===== src/rtl/bpred_pkg.sv =====
// -----------------------------------------------------------------------------
// bpred_pkg
// Shared definitions for the branch target buffer:
//   - cnt_e     : 2-bit saturating direction counter encodings
//   - idx_width : number of index bits needed to address N entries
// No ports (package).
// -----------------------------------------------------------------------------
package bpred_pkg;

    typedef enum logic [1:0] {
        CNT_SNT = 2'd0,  // strongly not-taken
        CNT_WNT = 2'd1,  // weakly not-taken
        CNT_WT  = 2'd2,  // weakly taken
        CNT_ST  = 2'd3   // strongly taken
    } cnt_e;

    // Smallest w with 2**w >= entries; entries is a power of two >= 2.
    function automatic int idx_width(input int entries);
        int w;
        w = 0;
        for (int i = 0; i < 31; i++) begin
            if ((32'sd1 <<< i) < entries) begin
                w = i + 1;
            end
        end
        return w;
    endfunction

endpackage


===== src/rtl/bpred_btb_if.sv =====
// -----------------------------------------------------------------------------
// bpred_btb_if
// Bundles the fetch-stage lookup and execute-stage update signals of the BTB.
//   Fetch   : PCF (to BTB), PredTakenF / PredPCF (from BTB)
//   Execute : UpdateE, PCE, TakenE, TargetE, PredTakenE, PredPCE (to BTB),
//             MispredictE (from BTB)
// Modports: master = pipeline side, slave = predictor side.
// -----------------------------------------------------------------------------
interface bpred_btb_if #(
    parameter int XLEN = 32
) ();

    logic [XLEN-1:0] PCF;
    logic            PredTakenF;
    logic [XLEN-1:0] PredPCF;

    logic            UpdateE;
    logic [XLEN-1:0] PCE;
    logic            TakenE;
    logic [XLEN-1:0] TargetE;
    logic            PredTakenE;
    logic [XLEN-1:0] PredPCE;
    logic            MispredictE;

    modport master (
        output PCF, UpdateE, PCE, TakenE, TargetE, PredTakenE, PredPCE,
        input  PredTakenF, PredPCF, MispredictE
    );

    modport slave (
        input  PCF, UpdateE, PCE, TakenE, TargetE, PredTakenE, PredPCE,
        output PredTakenF, PredPCF, MispredictE
    );

endinterface


===== src/rtl/bpred_btb_sat_counter2.sv =====
// -----------------------------------------------------------------------------
// sat_counter2
// 2-bit saturating up/down counter with synchronous load, one per BTB entry.
// Ports:
//   clk, reset   : clock, synchronous active-high reset (counter -> WNT)
//   en_i, up_i   : count enable and direction (1 = towards strongly taken)
//   load_i       : load load_val_i (wins over counting)
//   load_val_i   : value used on allocation
//   cnt_o        : current counter state
// -----------------------------------------------------------------------------
module sat_counter2
    import bpred_pkg::*;
(
    input  logic clk,
    input  logic reset,
    input  logic en_i,
    input  logic up_i,
    input  logic load_i,
    input  cnt_e load_val_i,
    output cnt_e cnt_o
);

    cnt_e cnt_q;
    cnt_e cnt_d;

    // Next-state: load has priority, otherwise saturate at SNT/ST.
    always_comb begin
        cnt_d = cnt_q;
        if (load_i) begin
            cnt_d = load_val_i;
        end else if (en_i) begin
            if (up_i) begin
                case (cnt_q)
                    CNT_SNT: cnt_d = CNT_WNT;
                    CNT_WNT: cnt_d = CNT_WT;
                    CNT_WT:  cnt_d = CNT_ST;
                    CNT_ST:  cnt_d = CNT_ST;
                    default: cnt_d = cnt_q;
                endcase
            end else begin
                case (cnt_q)
                    CNT_SNT: cnt_d = CNT_SNT;
                    CNT_WNT: cnt_d = CNT_SNT;
                    CNT_WT:  cnt_d = CNT_WNT;
                    CNT_ST:  cnt_d = CNT_WT;
                    default: cnt_d = cnt_q;
                endcase
            end
        end else begin
            cnt_d = cnt_q;
        end
    end

    // Counter register; reset discards any same-cycle update.
    always_ff @(posedge clk) begin
        if (reset) begin
            cnt_q <= CNT_WNT;
        end else begin
            cnt_q <= cnt_d;
        end
    end

    assign cnt_o = cnt_q;

endmodule


===== src/rtl/bpred_btb.sv =====
// -----------------------------------------------------------------------------
// bpred_btb
// Direct-mapped branch target buffer with 2-bit direction counters.
// Lookup (fetch) is combinational; update (execute) commits on the next edge,
// so a same-cycle lookup of the updated index sees the old contents.
// Ports:
//   clk   : clock
//   reset : synchronous active-high reset (valid bits clear, counters -> WNT)
//   btb   : bpred_btb_if.slave (lookup, update, mispredict)
// Parameters: XLEN (PC width), ENTRIES (power of two >= 2), TAG_W.
// Build option: define BPRED_TAG_EN to store/compare tags PC[IDX+TAG_W+1:IDX+2];
// without it an entry hits whenever it is valid (aliasing allowed).
// -----------------------------------------------------------------------------
module bpred_btb
    import bpred_pkg::*;
#(
    parameter int XLEN    = 32,
    parameter int ENTRIES = 16,
    parameter int TAG_W   = 8
) (
    input  logic        clk,
    input  logic        reset,
    bpred_btb_if.slave  btb
);

    localparam int              IDX     = idx_width(ENTRIES);
    localparam logic [XLEN-1:0] PC_STEP = XLEN'(32'd4);

    logic [ENTRIES-1:0] valid_q;
    logic [XLEN-1:0]    target_q [ENTRIES];
    cnt_e               cnt_s    [ENTRIES];

    logic [IDX-1:0]     idx_f_s;
    logic [IDX-1:0]     idx_e_s;
    logic               hit_f_s;
    logic               hit_e_s;
    logic               alloc_s;
    logic               train_s;
    logic               pred_taken_s;
    logic [XLEN-1:0]    pred_pc_s;
    logic               mispredict_s;
    logic               unused_pc_s;

    assign idx_f_s = btb.PCF[IDX+1:2];
    assign idx_e_s = btb.PCE[IDX+1:2];

`ifdef BPRED_TAG_EN
    logic [TAG_W-1:0] tag_q [ENTRIES];
    logic [TAG_W-1:0] tag_f_s;
    logic [TAG_W-1:0] tag_e_s;

    assign tag_f_s = btb.PCF[IDX+TAG_W+1:IDX+2];
    assign tag_e_s = btb.PCE[IDX+TAG_W+1:IDX+2];
    assign hit_f_s = valid_q[idx_f_s] && (tag_q[idx_f_s] == tag_f_s);
    assign hit_e_s = valid_q[idx_e_s] && (tag_q[idx_e_s] == tag_e_s);

    // Tag written on allocation only; a hit already holds the matching tag.
    always_ff @(posedge clk) begin
        if (!reset && alloc_s) begin
            tag_q[idx_e_s] <= tag_e_s;
        end
    end
`else
    localparam int TAG_W_UNUSED = TAG_W;

    assign hit_f_s = valid_q[idx_f_s];
    assign hit_e_s = valid_q[idx_e_s];
`endif

    // Low PC bits and bits above the tag never select or identify an entry.
    assign unused_pc_s = ^{btb.PCF, btb.PCE};

    assign train_s = btb.UpdateE && hit_e_s;
    assign alloc_s = btb.UpdateE && !hit_e_s && btb.TakenE;

    // Fetch lookup: predict taken only on a hit with counter in a taken state.
    always_comb begin
        pred_taken_s = hit_f_s && cnt_s[idx_f_s][1];
        if (pred_taken_s) begin
            pred_pc_s = target_q[idx_f_s];
        end else begin
            pred_pc_s = btb.PCF + PC_STEP;
        end
    end

    // Redirect when direction was wrong, or taken with a wrong predicted target.
    always_comb begin
        mispredict_s = 1'b0;
        if (btb.UpdateE) begin
            mispredict_s = (btb.PredTakenE != btb.TakenE) ||
                           (btb.TakenE && (btb.PredPCE != btb.TargetE));
        end else begin
            mispredict_s = 1'b0;
        end
    end

    assign btb.PredTakenF  = pred_taken_s;
    assign btb.PredPCF     = pred_pc_s;
    assign btb.MispredictE = mispredict_s;

    // Valid bits: cleared by reset, set on allocation.
    always_ff @(posedge clk) begin
        if (reset) begin
            valid_q <= '0;
        end else if (alloc_s) begin
            valid_q[idx_e_s] <= 1'b1;
        end
    end

    // Targets: refreshed on a taken hit or written on allocation.
    always_ff @(posedge clk) begin
        if (!reset && (alloc_s || (train_s && btb.TakenE))) begin
            target_q[idx_e_s] <= btb.TargetE;
        end
    end

    for (genvar i = 0; i < ENTRIES; i++) begin : g_entry
        logic sel_s;
        assign sel_s = (idx_e_s == IDX'(i));

        sat_counter2 u_cnt (
            .clk        (clk),
            .reset      (reset),
            .en_i       (train_s && sel_s),
            .up_i       (btb.TakenE),
            .load_i     (alloc_s && sel_s),
            .load_val_i (CNT_WT),
            .cnt_o      (cnt_s[i])
        );
    end

endmodule

===== src/flat_wrapper.sv =====
// flat-port wrapper written by rule: the top's interface ports become plain ports
module bpred_btb_flat import bpred_pkg::*;
#(
    parameter int XLEN    = 32,
    parameter int ENTRIES = 16,
    parameter int TAG_W   = 8
)
  (clk, reset, btb_PCF, btb_UpdateE, btb_PCE, btb_TakenE, btb_TargetE, btb_PredTakenE, btb_PredPCE, btb_PredTakenF, btb_PredPCF, btb_MispredictE);
  bpred_btb_if #(.XLEN(XLEN)) btb_i ();
  input  logic clk;
  input  logic reset;
  input wire logic [$bits(btb_i.PCF)-1:0] btb_PCF;
  input wire logic [$bits(btb_i.UpdateE)-1:0] btb_UpdateE;
  input wire logic [$bits(btb_i.PCE)-1:0] btb_PCE;
  input wire logic [$bits(btb_i.TakenE)-1:0] btb_TakenE;
  input wire logic [$bits(btb_i.TargetE)-1:0] btb_TargetE;
  input wire logic [$bits(btb_i.PredTakenE)-1:0] btb_PredTakenE;
  input wire logic [$bits(btb_i.PredPCE)-1:0] btb_PredPCE;
  output wire logic [$bits(btb_i.PredTakenF)-1:0] btb_PredTakenF;
  output wire logic [$bits(btb_i.PredPCF)-1:0] btb_PredPCF;
  output wire logic [$bits(btb_i.MispredictE)-1:0] btb_MispredictE;
  assign btb_i.PCF = btb_PCF;
  assign btb_i.UpdateE = btb_UpdateE;
  assign btb_i.PCE = btb_PCE;
  assign btb_i.TakenE = btb_TakenE;
  assign btb_i.TargetE = btb_TargetE;
  assign btb_i.PredTakenE = btb_PredTakenE;
  assign btb_i.PredPCE = btb_PredPCE;
  assign btb_PredTakenF = btb_i.PredTakenF;
  assign btb_PredPCF = btb_i.PredPCF;
  assign btb_MispredictE = btb_i.MispredictE;
  bpred_btb #(.XLEN(XLEN), .ENTRIES(ENTRIES), .TAG_W(TAG_W)) u_core (.clk(clk), .reset(reset), .btb(btb_i));
endmodule

===== config.mk =====
export PLATFORM = sky130hd
export DESIGN_NAME = bpred_btb_flat
export DESIGN_NICKNAME = d
export VERILOG_FILES = /design/src/rtl/bpred_pkg.sv /design/src/rtl/bpred_btb_if.sv /design/src/rtl/bpred_btb_sat_counter2.sv /design/src/rtl/bpred_btb.sv /design/src/flat_wrapper.sv
export SDC_FILE = /design/constraint.sdc
export NUM_CORES = 1
export LEC_CHECK = 0
export ABC_AREA = 0
export CAP_MARGIN = 5
export CELL_PAD_IN_SITES_DETAIL_PLACEMENT = 2
export CELL_PAD_IN_SITES_GLOBAL_PLACEMENT = 2
export CORE_UTILIZATION = 46
export CTS_CLUSTER_DIAMETER = 150
export CTS_CLUSTER_SIZE = 14
export DETAILED_ROUTE_END_ITERATION = 8
export PLACE_DENSITY_LB_ADDON = 0.1
export SETUP_SLACK_MARGIN = 0.02
export SYNTH_ARGS = -nofsm -noshare
export SYNTH_HDL_FRONTEND = slang
export SYNTH_SLANG_ARGS = --single-unit

===== constraint.sdc =====
create_clock -name clk -period 7.6 [get_ports clk]
set_input_delay 1.52 -clock clk [delete_from_list [all_inputs] [get_ports clk]]
set_output_delay 1.52 -clock clk [all_outputs]
set_load 0.005 [all_outputs]

==> results.cfg, run 1 <==
[logic_synthesis]
synth_nets = 1371
synth_top_area_cell = edfxtp_1
seq_area_frac_synth = 0.702
syn_area_per_cell_um2 = 18.8
netlist_area_um2 = 23300
ys_warn_count = 0
synth_top_flop_cell = edfxtp_1
ys_ff_latch = 560
synth_area_leaders = edfxtp_1, mux4_2, dfxtp_1
synth-edff-count = 512
synth_top_area_frac = 0.661
syn_inst = 1237
synth_cell_types = 53
async_flop_share = 0

[final_layout]
antenna_cells = 0
drive_gt1_frac = 0.219
layout_commonest_cell = edfxtp_1
fill_cells = 4400
area_delta_synth_final_pct = 14.7
fin_nets = 1520
mostFrequentLayoutCells = edfxtp_1, mux4_2, clkdlybuf4s50_1

[sta]
timing.setup.tns_ns = 0
finalSetupViolations = 0
drv_slew = 0
skew_ns = 0.00449
max-slew-margin-rel = 0.187
rsz0062_at_grt = no
fin_crit_ns = 6.45
tightest_slew_ns = 1.22
timing.fmax_ghz = 0.155
fin_crit_sh = 0.849
hold_violations = 0
finalWorstSetupSlack_ns = 1.15

[setup_path]
critPathMaxFanout = 17
critPathKind = input port to primary output
reg2reg_slack_ns = 4.72
end_kind = primary output
critical_path_required_ns = 6.08
critPathLaunchType = input port
rr_startpoint = u_core.valid_q[3]
reg2reg_to = u_core.g_entry[8].u_cnt.cnt_o[0]
ff2ff_path_depth = 5
arrival_ns = 4.93

[global_route]
grt_pass1_vias = 14004
grt_start_max_net_pins = 74
grt_use_total = 0.283
grt_overflow = 0
grt_pass1_wl_mm = 101
antenna_found_initial = 1

[pwr]
p_total_mw = 6.00
ir_drop_mv = 0.145
p_leak_nw = 8.26
power.density_nw_per_um2 = 225

[hold_path]
min_delay_path_depth = 2
min_from = u_core.valid_q[9]
holdPathEnd = u_core.valid_q[9]
hold_class = flop to flop

[clock_network]
cts_tree = done
cts_buffers = 45
clock-sinks = 560
cts_max_level = 2
cts_setup_buffers = 0
path_clk_slew_ns = 0.07
clock_latency_ns = 0.59
cts_hold_buffers = 0
cts_root_buffer = clkbuf_16
clk_path_buf_depth = 3
cts.repair.resized = 0

[floorplanning]
initial_core_util = 0.465
dieArea_um2 = 51500
core.rowCount = 82
die_w_um = 227
pin_count = 167
core-area_um2 = 50100
die_y_um = 227

[drt]
ant_nets = 0
dr.max_layer_used = met5
detailedRoute.firstPassIterationCount = 5
routed_via_density = 6.33
drc = 0
vias = 13067
post_drt_wl_per_cell_um = 34.3
met3_length_mm = 3.39
drt-total-wl_mm = 70.8
drt_iter0_markers = 1168
met1_length_mm = 29.7
met2_length_mm = 36.0

[place]
port_buffers = 138
place_ws_ns = 1.18
finalWeightedCongestion = 0.740
dp_hpwl_mm = 44.2

[outcome]
status = completed

[run]
drv_cap = 0
## through the flow
| stage | instances | area (µm²) | util | hold WS, ns |
|---|---|---|---|---|
| 6_report | 2065 | 26700 | 0.533 | 0.505 |
| 5_1_grt | 2065 | 26700 | 0.533 | 0.528 |
| 4_1_cts | 2065 | 26700 | 0.533 | 0.501 |
| 3_5_place_dp | 2011 | 25500 | 0.510 | 0.489 |
| 3_3_place_gp | 2011 | 25500 | 0.510 | 0.470 |
| 2_1_floorplan | 1237 | 23300 | - | 0.436 |
## flip-flops by register name (all words and copies together) (netlist names)
signal                      cells
u_core.g_entry.u_cnt.cnt_o     32
u_core.valid_q                 16
u_core.target_q               512
## how the worst max path moves through the flow
stage	start	endpoint	slack, ns	cells past startpoint
4_1_cts	btb_TargetE[0]	btb_MispredictE	1.03	7
5_1_grt	btb_TargetE[0]	btb_MispredictE	1.09	7
3_3_place_gp	btb_TargetE[11]	btb_MispredictE	1.50	8
3_5_place_dp	btb_TargetE[0]	btb_MispredictE	1.18	7
6_report	btb_TargetE[0]	btb_MispredictE	1.15	7
2_1_floorplan	btb_PCF[3]	btb_PredPCF[30]	2.77	6
## layer usage
layer  vias to the layer above  GRT usage
li1                       5369          -
met2                       426      0.478
met1                      7159      0.384
met3                       111     0.0389
met4                         2     0.0798
met5                         -          0
## critical path: stages
cell and delay, ns:
clkdlybuf4s50_1 0.86, xor2_1 0.38, nor4_1 0.78, nand4_1 0.28, nor4_1 0.38, a21oi_1 0.21, clkdlybuf4s50_1 0.50
## cells in the mapped netlist (7+ instances only)
cell type	number
xnor2_1	30
o21ai_0	39
a221oi_1	13
buf_1	7
nand2_1	44
mux2_2	32
nor3_1	14
dfxtp_1	48
nor2_1	55
nand3_1	29
mux4_2	165
inv_1	13
buf_4	15
o22ai_1	7
nand4_1	12
o31ai_1	21
a21oi_1	23
clkbuf_1	34
buf_2	10
edfxtp_1	512
nor4_1	9
xor2_1	29
## kinds of logic after synthesis
family / Yosys count / share of synthesized area
AOI/OAI and AO/OA: 134 / 0.0373
xor gates and xnor gates: 59 / 0.0222
muxes: 205 / 0.180
adders and majority gates: 1 / 0.000538
buffers and inverters: 83 / 0.0174
and+or+nand+nor: 195 / 0.0408
DFF: 560 / 0.702
## area by class of cell
| cell class | instances | area, µm² | area share |
|---|---|---|---|
| inverters | 13 | 48.8 | 0.00183 |
| multi-input cells | 594 | 6650 | 0.249 |
| clock inverters | 2 | 17.5 | 0.000656 |
| repair buffers | 172 | 1650 | 0.0617 |
| flip-flops and latches | 560 | 16300 | 0.612 |
| clock buffers | 52 | 1150 | 0.0432 |
| well taps | 672 | 841 | 0.0315 |
## power breakdown
group          switching, mW  internal [mW]
clock network           1.06           1.06
registers             0.0264           3.39
logic                  0.250          0.208
Note: power is estimated with default switching activity, not from simulation.
==> run 2: changes to the inputs <==
--- a/config.mk
+++ b/config.mk
@@ -9,7 +9,7 @@
 export CAP_MARGIN = 5
 export CELL_PAD_IN_SITES_DETAIL_PLACEMENT = 2
 export CELL_PAD_IN_SITES_GLOBAL_PLACEMENT = 2
-export CORE_UTILIZATION = 46
+export CORE_UTILIZATION = 45
 export CTS_CLUSTER_DIAMETER = 150
 export CTS_CLUSTER_SIZE = 14
 export DETAILED_ROUTE_END_ITERATION = 8
==> constraint.sdc (replaced) <==
create_clock -name clk -period 6.28 [get_ports clk]
set_input_delay 1.256 -clock clk [delete_from_list [all_inputs] [get_ports clk]]
set_output_delay 1.256 -clock clk [all_outputs]
set_load 0.005 [all_outputs]
==> results.cfg, run 2 (synthesis results as in run 1) <==
[clock_network]
cts.repair.resized = 0
cts_max_level = 2
cts_buffers = 45
path_clk_slew_ns = 0.07
cts_hold_buffers = 0
clk_path_buf_depth = 3
cts_root_buffer = clkbuf_16
clock-sinks = 560
cts_tree = done
cts_setup_buffers = 0
clock_latency_ns = 0.59

[drt]
post_drt_wl_per_cell_um = 34.1
drc = 0
ant_nets = 0
vias = 12967
detailedRoute.firstPassIterationCount = 5
drt_iter0_markers = 977
routed_via_density = 6.20
drt-total-wl_mm = 71.2

[floorplanning]
die_y_um = 229
pin_count = 167
die_w_um = 229
core.rowCount = 82
dieArea_um2 = 52600
core-area_um2 = 50600
initial_core_util = 0.460

[sta]
tightest_slew_ns = 1.09
skew_ns = 0.0108
max-slew-margin-rel = 0.268
drv_slew = 0
timing.fmax_ghz = 0.172
fin_crit_sh = 0.925
finalSetupViolations = 0
fin_crit_ns = 5.81
finalWorstSetupSlack_ns = 0.470
rsz0062_at_grt = no
timing.setup.tns_ns = 0
hold_violations = 0

[outcome]
status = completed

[final_layout]
drive_gt1_frac = 0.226
layout_commonest_cell = edfxtp_1
top_register = u_core.target_q
final_core_utilization = 0.531
mostFrequentLayoutCells = edfxtp_1, mux4_2, clkdlybuf4s50_1
antenna_cells = 0
area_delta_synth_final_pct = 15.5
fill_cells = 4312
largest_reg_flops = 512
fin_nets = 1535
layout.cells.non_filler = 2090

[global_route]
grt_pass1_wl_mm = 104
grt_start_max_net_pins = 57
antenna_found_initial = 2
grt_use_total = 0.277
grt_overflow = 0
grt_pass1_vias = 14315

[place]
place_ws_ns = 0.564
dp_hpwl_mm = 45.1
placed_cells = 2026
port_buffers = 138
finalWeightedCongestion = 0.759

[pwr]
p_total_mw = 7.33
ir_drop_mv = 0.179
power.density_nw_per_um2 = 273
p_leak_nw = 8.37

[setup_path]
arrival_ns = 4.55
critPathMaxStageDelay_ns = 0.85
ff2ff_path_depth = 5
critical_path_required_ns = 5.02
slowest_stage = clkdlybuf4s50_1
critPathMaxFanout = 17
critPathKind = input port to primary output
end_kind = primary output
worstPathCellList = clkdlybuf4s50_1 > xor2_1 > nor4_1 > nand4_1 > nor4_1 > a21oi_1 > clkdlybuf4s50_1
critPathLaunchType = input port

[hold_path]
hold_class = flop to flop
min_delay_path_depth = 2

[run]
drv_cap = 0
## run 2: cell types whose count changed in the layout (fill, tap and decap cells not counted)
cell / before / now
buf_12: 1 / 2
buf_4: 34 / 48
clkbuf_1: 7 / 17
clkbuf_16: 45 / 46
clkinv_8: 0 / 1
inv_6: 2 / 0
## run 2: critical path, delay by kind of cell
kind / cells / cell delay [ns]
simple gates: 3 / 1.39
compound gates: 1 / 0.22
buf+inv: 2 / 1.34
xor+xnor: 1 / 0.35
## run 2: metrics by stage
stage          hold WS, ns  cell area (µm²)
4_1_cts              0.483            26900
3_3_place_gp         0.459            25600
6_report             0.481            26900
2_1_floorplan        0.436            23300
5_1_grt              0.521            26900
3_5_place_dp         0.471            25600
## run 2: where the power goes
part	internal (mW)	switching [mW]	total [mW]
registers	4.10	0.0281	4.13
logic	0.254	0.303	0.557
clock network	1.34	1.31	2.65
## run 2: area by class of cell
cell class | count | area [µm²] | share of cell area
clock inverter | 1 | 16.3 | 0.000605
inverter | 13 | 48.8 | 0.00182
clock buffer | 63 | 1210 | 0.0452
tap | 672 | 841 | 0.0313
timing repair buffer | 187 | 1770 | 0.0660
sequential | 560 | 16300 | 0.608
multi-input combinational | 594 | 6650 | 0.247
## run 2: final timing paths
path,startpoint,endpoint,slack [ns]
hold reg to reg,u_core.valid_q[3],u_core.valid_q[3],0.48
setup / recovery,btb_TargetE[16],btb_MispredictE,0.47
setup reg to reg,u_core.valid_q[11],u_core.g_entry[12].u_cnt.cnt_o[0],3.48
hold / removal,u_core.valid_q[3],u_core.valid_q[3],0.48
## run 2: layer usage
layer | wire length, µm | up-vias | global-route usage
met5 | 13 | - | 0
met4 | 1210 | 2 | 0.0565
met3 | 3110 | 74 | 0.0371
met2 | 37000 | 365 | 0.481
met1 | 29800 | 7107 | 0.372
li1 | - | 5419 | -
